### src/rtl/magia_pkg.sv
// Shared types and default parameters for the MAGIA boot controller.
package magia_pkg;

    localparam int unsigned N_TILES_DEFAULT      = 4;
    localparam int unsigned HOLD_CYCLES_DEFAULT  = 8;
    localparam int unsigned SLEEP_STABLE_DEFAULT = 4;
    localparam int unsigned TIMEOUT_W_DEFAULT    = 32;
    localparam int unsigned BOOT_ADDR_W          = 32;

    typedef enum logic [2:0] {
        IDLE,
        RST_HOLD,
        ENABLE,
        RUN,
        FINISH
    } magia_boot_state_e;

endpackage

### src/rtl/magia_sleep_filter.sv
// Per-tile debounce: a tile is done after SLEEP_STABLE consecutive sleeping RUN cycles.
module magia_sleep_filter #(
    parameter int unsigned SLEEP_STABLE = 4
) (
    input  logic clk,
    input  logic rst,
    input  logic clear_flag,
    input  logic clear_cnt,
    input  logic en,
    input  logic sleep,
    output logic done
);

    localparam int unsigned CNT_W = $clog2(SLEEP_STABLE + 1);

    logic [CNT_W-1:0] cnt_q;

    always_ff @(posedge clk) begin
        if (rst || clear_cnt) begin
            cnt_q <= '0;
        end else if (en) begin
            if (!sleep) begin
                cnt_q <= '0;
            end else if (cnt_q != CNT_W'(SLEEP_STABLE)) begin
                cnt_q <= cnt_q + CNT_W'(1);
            end
        end
    end

    // Flag is sticky: only reset or a newly accepted launch clears it.
    always_ff @(posedge clk) begin
        if (rst || clear_flag) begin
            done <= 1'b0;
        end else if (en && sleep && (cnt_q == CNT_W'(SLEEP_STABLE - 1))) begin
            done <= 1'b1;
        end
    end

endmodule

### src/rtl/magia_boot_ctrl.sv
// MAGIA mesh boot sequencer: reset hold, tile enable, fetch enable, and
// completion by per-tile sleep detection or RUN-cycle timeout.
module magia_boot_ctrl
    import magia_pkg::*;
#(
    parameter int unsigned N_TILES      = N_TILES_DEFAULT,
    parameter int unsigned HOLD_CYCLES  = HOLD_CYCLES_DEFAULT,
    parameter int unsigned SLEEP_STABLE = SLEEP_STABLE_DEFAULT,
    parameter int unsigned TIMEOUT_W    = TIMEOUT_W_DEFAULT
) (
    input  logic                   clk_i,
    input  logic                   rst_i,
    input  logic                   start_i,
    input  logic                   abort_i,
    input  logic [BOOT_ADDR_W-1:0] boot_addr_i,
    input  logic [TIMEOUT_W-1:0]   timeout_i,
    input  logic [N_TILES-1:0]     core_sleep_i,
    output logic                   tile_rst_no,
    output logic                   tile_enable_o,
    output logic                   fetch_enable_o,
    output logic [BOOT_ADDR_W-1:0] boot_addr_o,
    output logic                   busy_o,
    output logic                   done_o,
    output logic                   timeout_o,
    output logic [N_TILES-1:0]     tiles_done_o,
    output logic [TIMEOUT_W-1:0]   run_cycles_o
);

    localparam int unsigned HOLD_W = $clog2(HOLD_CYCLES + 1);

    magia_boot_state_e    state_q, state_d;
    logic [HOLD_W-1:0]    hold_q;
    logic [TIMEOUT_W-1:0] run_inc;
    logic                 start_ok, all_done, tmo_hit, done_d, tmo_d;

    assign start_ok = (state_q == IDLE) && start_i;
    assign all_done = &tiles_done_o;
    assign run_inc  = (&run_cycles_o) ? run_cycles_o : run_cycles_o + TIMEOUT_W'(1);
    // Timeout compares the post-increment count so FINISH follows RUN cycle timeout_i.
    assign tmo_hit  = (timeout_i != '0) && (run_inc == timeout_i);

    always_comb begin
        state_d = state_q;
        done_d  = 1'b0;
        tmo_d   = 1'b0;
        case (state_q)
            IDLE:     if (start_i) state_d = RST_HOLD;
            RST_HOLD: if (hold_q == HOLD_W'(HOLD_CYCLES - 1)) state_d = ENABLE;
            ENABLE:   state_d = RUN;
            RUN: begin
                if (all_done) begin
                    state_d = FINISH;
                    done_d  = 1'b1;
                end else if (tmo_hit) begin
                    state_d = FINISH;
                    tmo_d   = 1'b1;
                end
            end
            FINISH:   state_d = IDLE;
            default:  state_d = IDLE;
        endcase
        if (abort_i && (state_q != IDLE)) begin
            state_d = IDLE;
            done_d  = 1'b0;
            tmo_d   = 1'b0;
        end
    end

    always_ff @(posedge clk_i) begin
        if (rst_i) begin
            state_q <= IDLE;
            hold_q  <= '0;
        end else begin
            state_q <= state_d;
            hold_q  <= (state_q == RST_HOLD) ? hold_q + HOLD_W'(1) : '0;
        end
    end

    // Mesh controls are registered from the next state so they track state_q exactly.
    always_ff @(posedge clk_i) begin
        if (rst_i) begin
            tile_rst_no    <= 1'b0;
            tile_enable_o  <= 1'b0;
            fetch_enable_o <= 1'b0;
            busy_o         <= 1'b0;
            done_o         <= 1'b0;
            timeout_o      <= 1'b0;
            boot_addr_o    <= '0;
            run_cycles_o   <= '0;
        end else begin
            tile_rst_no    <= state_d inside {ENABLE, RUN, FINISH};
            tile_enable_o  <= state_d inside {ENABLE, RUN, FINISH};
            fetch_enable_o <= (state_d == RUN);
            busy_o         <= (state_d != IDLE);
            done_o         <= done_d;
            timeout_o      <= tmo_d;
            if (start_ok) begin
                boot_addr_o  <= boot_addr_i;
                run_cycles_o <= '0;
            end else if (state_q == RUN) begin
                run_cycles_o <= run_inc;
            end
        end
    end

    for (genvar i = 0; i < N_TILES; i++) begin : g_tile
        magia_sleep_filter #(
            .SLEEP_STABLE (SLEEP_STABLE)
        ) u_filter (
            .clk        (clk_i),
            .rst        (rst_i),
            .clear_flag (start_ok),
            .clear_cnt  (state_q == ENABLE),
            .en         (state_q == RUN),
            .sleep      (core_sleep_i[i]),
            .done       (tiles_done_o[i])
        );
    end

endmodule

### config.mk
export PLATFORM = sky130hd
export DESIGN_NAME = magia_boot_ctrl
export DESIGN_NICKNAME = d
export VERILOG_FILES = /design/src/rtl/magia_pkg.sv /design/src/rtl/magia_sleep_filter.sv /design/src/rtl/magia_boot_ctrl.sv
export SDC_FILE = /design/constraint.sdc
export NUM_CORES = 1
export LEC_CHECK = 0
export ABC_AREA = 1
export CAP_MARGIN = 10
export CORE_ASPECT_RATIO = 0.9
export CORE_MARGIN = 10
export CORE_UTILIZATION = 32
export DETAILED_ROUTE_END_ITERATION = 7
export HOLD_SLACK_MARGIN = 0.1
export PLACE_DENSITY = 0.56
export SYNTH_ARGS = -nofsm -noshare
export SYNTH_HDL_FRONTEND = slang
export SYNTH_HIERARCHICAL = 1
export SYNTH_SLANG_ARGS = --single-unit
### constraint.sdc
create_clock -name clk_i -period 3.2 [get_ports clk_i]
set_input_delay 0.64 -clock clk_i [delete_from_list [all_inputs] [get_ports clk_i]]
set_output_delay 0.64 -clock clk_i [all_outputs]
set_load 0.02 [all_outputs]
* After elaboration in Yosys (flattened, before gate mapping) *
Cells that the tools add are included.

operators by class
  add/subtract/negate cells = 6
  bitwise operators = 2
  muxes and demuxes = 17
  reduce and logical (&&, ||, !) cells = 28
  eq/ne operators = 20

operator list
  kind                   count
  $mux 3                 13
  $add 32x1->32 const B  1
  $eq 32x32->1           1
  $mux 32                1
  $reduce_and 32->1      1
  $reduce_bool 32->1     1
  $eq 3x2->1 const B     8
  $add 3x1->3 const B    4
  $ne 3x3->1 const B     4
  $pmux 3 s4             1
  $logic_and 1x1->1      11
  $reduce_bool 3->1      3
  $ne 2x1->1 const B     4
  $reduce_and 2->1       4
  $add 4x1->4 const B    1
  $eq 4x3->1 const B     1
  $reduce_and 4->1       1
  $reduce_or 2->1        2
  $reduce_or 4->1        1
  $eq 3x1->1 const B     1
  $eq 3x3->1 const B     1
  $logic_not 3->1        1
  $reduce_or 3->1        1
  $logic_or 1x1->1       2
  2 further kinds        4

word-level totals
  output and inout port bits = 74
  logic and storage cells = 90
  flip-flop bits (word level) = 92
  input port bits = 72

* Logic depth before layout (Yosys ltp) *
Gate-level depths: netlist of the first run.

  depth after elaboration = 10
  mapped depth = 21
  mapped depth without buffers = 20

* By module *
Netlist of the first run, hierarchy kept.

modules (own cells, without submodules)
  module              seq. area each (sq um)  instances  cells an instance  area each (sq um)
  magia_boot_ctrl     1521.5                  1          818                4822.1
  magia_sleep_filter  80.1                    4          30                 227.7

* Least setup slack after synthesis of the first run *
Ideal clock, no wire load.

  path kind = reg2reg
  from = register run_cycles_o[0]
  to = register busy_o
  setup slack = 0.538 ns
  buffers on the path = 2
  required time = 3.079 ns
  stages on the path, launching flop included = 21
  clock period less this slack = 2.662 ns
  data arrival time = 2.540 ns
  setup time = 0.121 ns
  cell sequence = dfxtp_1 ha_1 nand2_2 nor2_4 nand2_4 nor2_8 nand2_2 buf_6 buf_6 nand3_1 nand2_1 nor2_1 nand2_1 nor2_1 nand3_1 o21bai_2 nand2_1 nand2_1 nand2_1 nand3_2 nand3_1

on the way
  word-level cells in the longest chain between the ends = 9
  elaborated cells between the ends (all ways) = 10
  those cells by class = add/sub (1); eq/ne (1); mux (5); reduce/logical (3)

ends and longest elaborated chain
  element                                                    line                    text
  from (decl)                                                magia_boot_ctrl.sv:26   output logic [TIMEOUT_W-1:0] run_cycles_o
  from (signal assigned)                                     magia_boot_ctrl.sv:101  run_cycles_o <= run_inc;
  $add 32x1->32 / $reduce_and 32->1 (equally long branches)  magia_boot_ctrl.sv:38   assign run_inc = (&run_cycles_o) ? run_cycles_o : run_cycles_o + TIMEOUT_W'(1);
  $mux 32 (*)                                                magia_boot_ctrl.sv:38
  $eq 32x32->1 (*)                                           magia_boot_ctrl.sv:40   assign tmo_hit = (timeout_i != '0) && (run_inc == timeout_i);
  $logic_and 1x1->1 (*)                                      magia_boot_ctrl.sv:40
  $mux 3 (*)                                                 magia_boot_ctrl.sv:54   end else if (tmo_hit) begin
  $mux 3 (*)                                                 magia_boot_ctrl.sv:51   if (all_done) begin
  $pmux 3 s4 (*)                                             magia_boot_ctrl.sv:46   case (state_q)
  $mux 3 (*)                                                 magia_boot_ctrl.sv:62   if (abort_i && (state_q != IDLE)) begin
  $reduce_bool 3->1 (*)                                      magia_boot_ctrl.sv:94   busy_o <= (state_d != IDLE);
  to (signal assigned)                                       magia_boot_ctrl.sv:94
  to (decl)                                                  magia_boot_ctrl.sv:22   output logic busy_o,

Every way passes the cells marked *; elsewhere a longest branch is shown, timed or not.
A chain may end at the register's enable or synchronous reset.

* Final worst setup path of the first run *
  from = register run_cycles_o[13]
  to = register busy_o

Same word-level chain as after synthesis.

==> results of run 1 <==
[layout make-up]
type                       instances  share of cell area
clock buffer                       9              0.0287
clock inverter                     7              0.0107
inverter                         130              0.0621
multi-input combinational        691               0.417
sequential                        92               0.234
tap                              240              0.0382
timing repair buffer             169               0.209
[logic make-up (layout without fill, tap and decap cells)]
family                     after synthesis  count (layout)
xor gates and xnor gates                 9               9
and+or+nand+nor                        552             552
DFF                                     92              92
adders and majority gates               14              14
AOI/OAI and AO/OA                      116             116
buffers and inverters                  155             315
[power breakdown]
group          switching, W  internal (W)
Combinational      0.000194      0.000174
Clock              0.000558      0.000564
Sequential        0.0000155       0.00117
Total              0.000768       0.00191
[state kept, by name, indices dropped and copies added, names as in the netlist]
signal	cells
hold_q	4
tile_enable_o	1
boot_addr_o	32
busy_o	1
g_tile.u_filter/done	4
run_cycles_o	32
timeout_o	1
fetch_enable_o	1
g_tile.u_filter/cnt_q	12
done_o	1
state_q	3
[layer usage]
metal	track usage	wire length [microns]
met5	0	0
met4	0.0377	306
met3	0.0623	2140
met2	0.269	9170
met1	0.233	9880
[cell usage after synthesis, types with 4 or more instances]
cell type | number | share of area
nand2_1 | 325 | 0.21
inv_1 | 122 | 0.080
nor2_1 | 95 | 0.062
dfxtp_1 | 92 | 0.32
a21oi_1 | 77 | 0.067
nand3_1 | 61 | 0.053
o21ai_0 | 34 | 0.030
clkbuf_1 | 18 | 0.012
ha_1 | 14 | 0.031
nand4_1 | 14 | 0.015
nand3_2 | 12 | 0.021
nor4_1 | 9 | 0.0098
nand3b_1 | 8 | 0.010
nand2_2 | 7 | 0.0076
xor2_1 | 7 | 0.011
clkinv_1 | 5 | 0.0033
nor3_1 | 5 | 0.0044
or2_2 | 5 | 0.0055
buf_6 | 4 | 0.0079
[stage by stage]
stage | cells | utilization | worst slack, ns | total power [W]
2_1_floorplan | 938 | - | 0.538 | 0.00137
3_3_place_gp | 1322 | 0.429 | 0.395 | 0.00158
3_5_place_dp | 1322 | 0.429 | 0.337 | 0.00158
4_1_cts | 1338 | 0.446 | 0.328 | 0.00272
5_1_grt | 1338 | 0.446 | 0.0599 | 0.00280
6_report | 1338 | 0.446 | 0.335 | 0.00268
[critical path: cells and delay by family, from the launching register on]
family	cells	cell delay, ns
xor gates and xnor gates	1	0.27
AOI/OAI and AO/OA	2	0.39
DFF	1	0.41
and+or+nand+nor	13	1.67
[what timing repair did]
action / in CTS / in global routing
resized for setup: 0 / 1
endpoints found under the hold margin: 0 / 0
endpoints found under the setup margin: 0 / 1
[final timing paths]
path	from	to	cells after the start
max	run_cycles_o[13]$_SDFFE_PP0P_	busy_o$_SDFF_PP0_	16
min	hold_q[0]$_SDFF_PP0_	hold_q[0]$_SDFF_PP0_	1
max reg2reg	run_cycles_o[13]$_SDFFE_PP0P_	busy_o$_SDFF_PP0_	16
min reg2reg	hold_q[0]$_SDFF_PP0_	hold_q[0]$_SDFF_PP0_	1
[cell usage in the layout, fill, tap and decap left out, types with 2 or more instances in the layout]
| master | instances |
|---|---|
| or2_2 | 5 |
| nor2_1 | 93 |
| nor4_1 | 9 |
| inv_6 | 2 |
| inv_8 | 3 |
| nand2_2 | 7 |
| inv_2 | 3 |
| clkdlybuf4s50_1 | 145 |
| dfxtp_1 | 92 |
| o21ai_0 | 34 |
| nor3b_1 | 2 |
| nand4_1 | 14 |
| nor2_2 | 4 |
| buf_4 | 23 |
| inv_1 | 122 |
| o211ai_1 | 3 |
| clkinv_1 | 5 |
| nand2_1 | 325 |
| xor2_1 | 7 |
| clkinv_8 | 2 |
| a21oi_1 | 77 |
| ha_1 | 14 |
| nand3_1 | 61 |
| nand3_2 | 12 |
| nor3_1 | 5 |
| nand3b_1 | 8 |
| clkbuf_16 | 9 |
==> impl_metrics.py, run 1 <==
metrics = {
    "final_layout": {
        "antenna_cells": 0,
        "ff_latch_area_sq_um": 1840,
        "finalNetCount": 1179,
        "multi_input_area_sq_um": 3280,
        "nFillCells": 1889,
        "area_growth_pct": 37.1,
        "drive_above_1_share": 0.0683,
        "post-route-cell-area_sq_um": 7860,
    },
    "detailed_routing": {
        "wl_per_cell_microns": 16.1,
        "drc": 0,
        "viasPerCell": 4.78,
        "dr.pass1.iters": 5,
        "ant_nets": 0,
        "dr.first_iter.drc_count": 520,
        "via_count": 6390,
        "wl_microns": 21500,
    },
    "synthesis": {
        "synth_area_sq_um": 5730,
        "synthAdderAreaFrac": 0.0306,
        "synthXorXnorAreaFrac": 0.0164,
        "yosys-mux-area-fraction": 0,
        "syn_nets": 1024,
        "synth.distinct_cells": 36,
        "syn_area_per_cell_sq_um": 6.11,
        "synthArstFlopShare": 0,
        "ys_seq_area_frac": 0.321,
        "synth_compound_area_frac": 0.104,
        "synth-simple-area-share": 0.419,
        "ys_seq_elements": 92,
        "syn_inst": 938,
        "ys.flop_type": "dfxtp_1",
        "synth_enable_flop_cells": 0,
        "synth_top_family_by_area": "simple AND/OR/NAND/NOR gates",
        "synth_warnings": 6,
    },
    "sta": {
        "hold_slack_ns": 0.458,
        "worstMarginPinSlew_ns": 0.535,
        "setup_viol": 0,
        "drv_slew": 0,
        "finClkSkew_ns": 0.0114,
        "finalHoldViolCount": 0,
        "rsz0062_at_grt": "false",
        "setup_tns_ns": 0,
        "slew_headroom": 0.642,
        "max_freq_mhz": 349,
        "timing.final.crit_share": 0.895,
        "period_needed_ns": 2.87,
    },
    "grt": {
        "grt_max_degree": 50,
        "antenna_found_initial": 0,
        "grt_first_pass_wirelength_microns": 33200,
        "grt_overflow_total": 0,
        "first_global_vias": 5958,
        "grt_usage": 0.176,
    },
    "floorplan": {
        "initial_core_util": 0.326,
        "row_count": 46,
        "dieArea_sq_um": 23700,
        "design.core.area_sq_um": 17600,
        "die_x_microns": 161,
        "io_pins": 146,
        "dieHeight_microns": 147,
    },
    "clocking": {
        "numCtsBuffers": 9,
        "ctsHoldBuffers": 0,
        "post-cts-setup-buffer-count": 0,
        "cts_tree": "yes",
        "numClockSinks": 92,
        "clkSlewWorstSetupHoldPaths_ns": 0.08,
        "cts-root-buf": "clkbuf_16",
        "htreeDepth": 3,
        "clk-insertion-delay-late_ns": 0.36,
        "cts_buffer_depth": 2,
    },
    "setup_path": {
        "endpoint_kind": "flip-flop",
        "critPathRequiredTime_ns": 3.44,
        "path_max_fanout": 12,
        "crit_type": "reg2reg",
        "crit_chain": "nand2_1 > nor2_1 > nand2_1 > nor2_8 > nand2_2 > o21ai_0 > xnor2_1 > nand3_1 > nor2_1 > nand2_1 > o21bai_2 > nand2_1 > nand2_1 > nand2_1 > nand3_2 > nand3_1",
        "worstSetupStartpointType": "flip-flop",
        "reg2reg_setup_slack_ns": 0.33,
        "critPathMaxStageDelay_ns": 0.41,
        "slowest_stage": "dfxtp_1",
        "crit_top_cell": "nand2_1",
        "arrival_ns": 3.11,
    },
    "placement": {
        "post-dp-hpwl_microns": 17300,
        "portBuffers": 145,
        "gp_congestion": 1.01,
        "placed_area_sq_um": 7550,
    },
    "power": {
        "p_per_area_nw_per_um2": 341,
        "total_leakage_power_nw": 3.46,
        "vdd_drop_max_mv": 0.241,
    },
    "flow_run": {
        "maxCapViolations": 0,
    },
    "min_path": {
        "hp-class": "reg2reg",
    },
    "outcome": {
        "outcome": "finished clean",
    },
}
Note: power is estimated with default switching activity, not from simulation.
==> run 2, diff against run 1 <==
CAP_MARGIN = 20   (was 10)
==> results of run 2 <==
The final DEF is identical to that of run 1; final timing and power are the same.
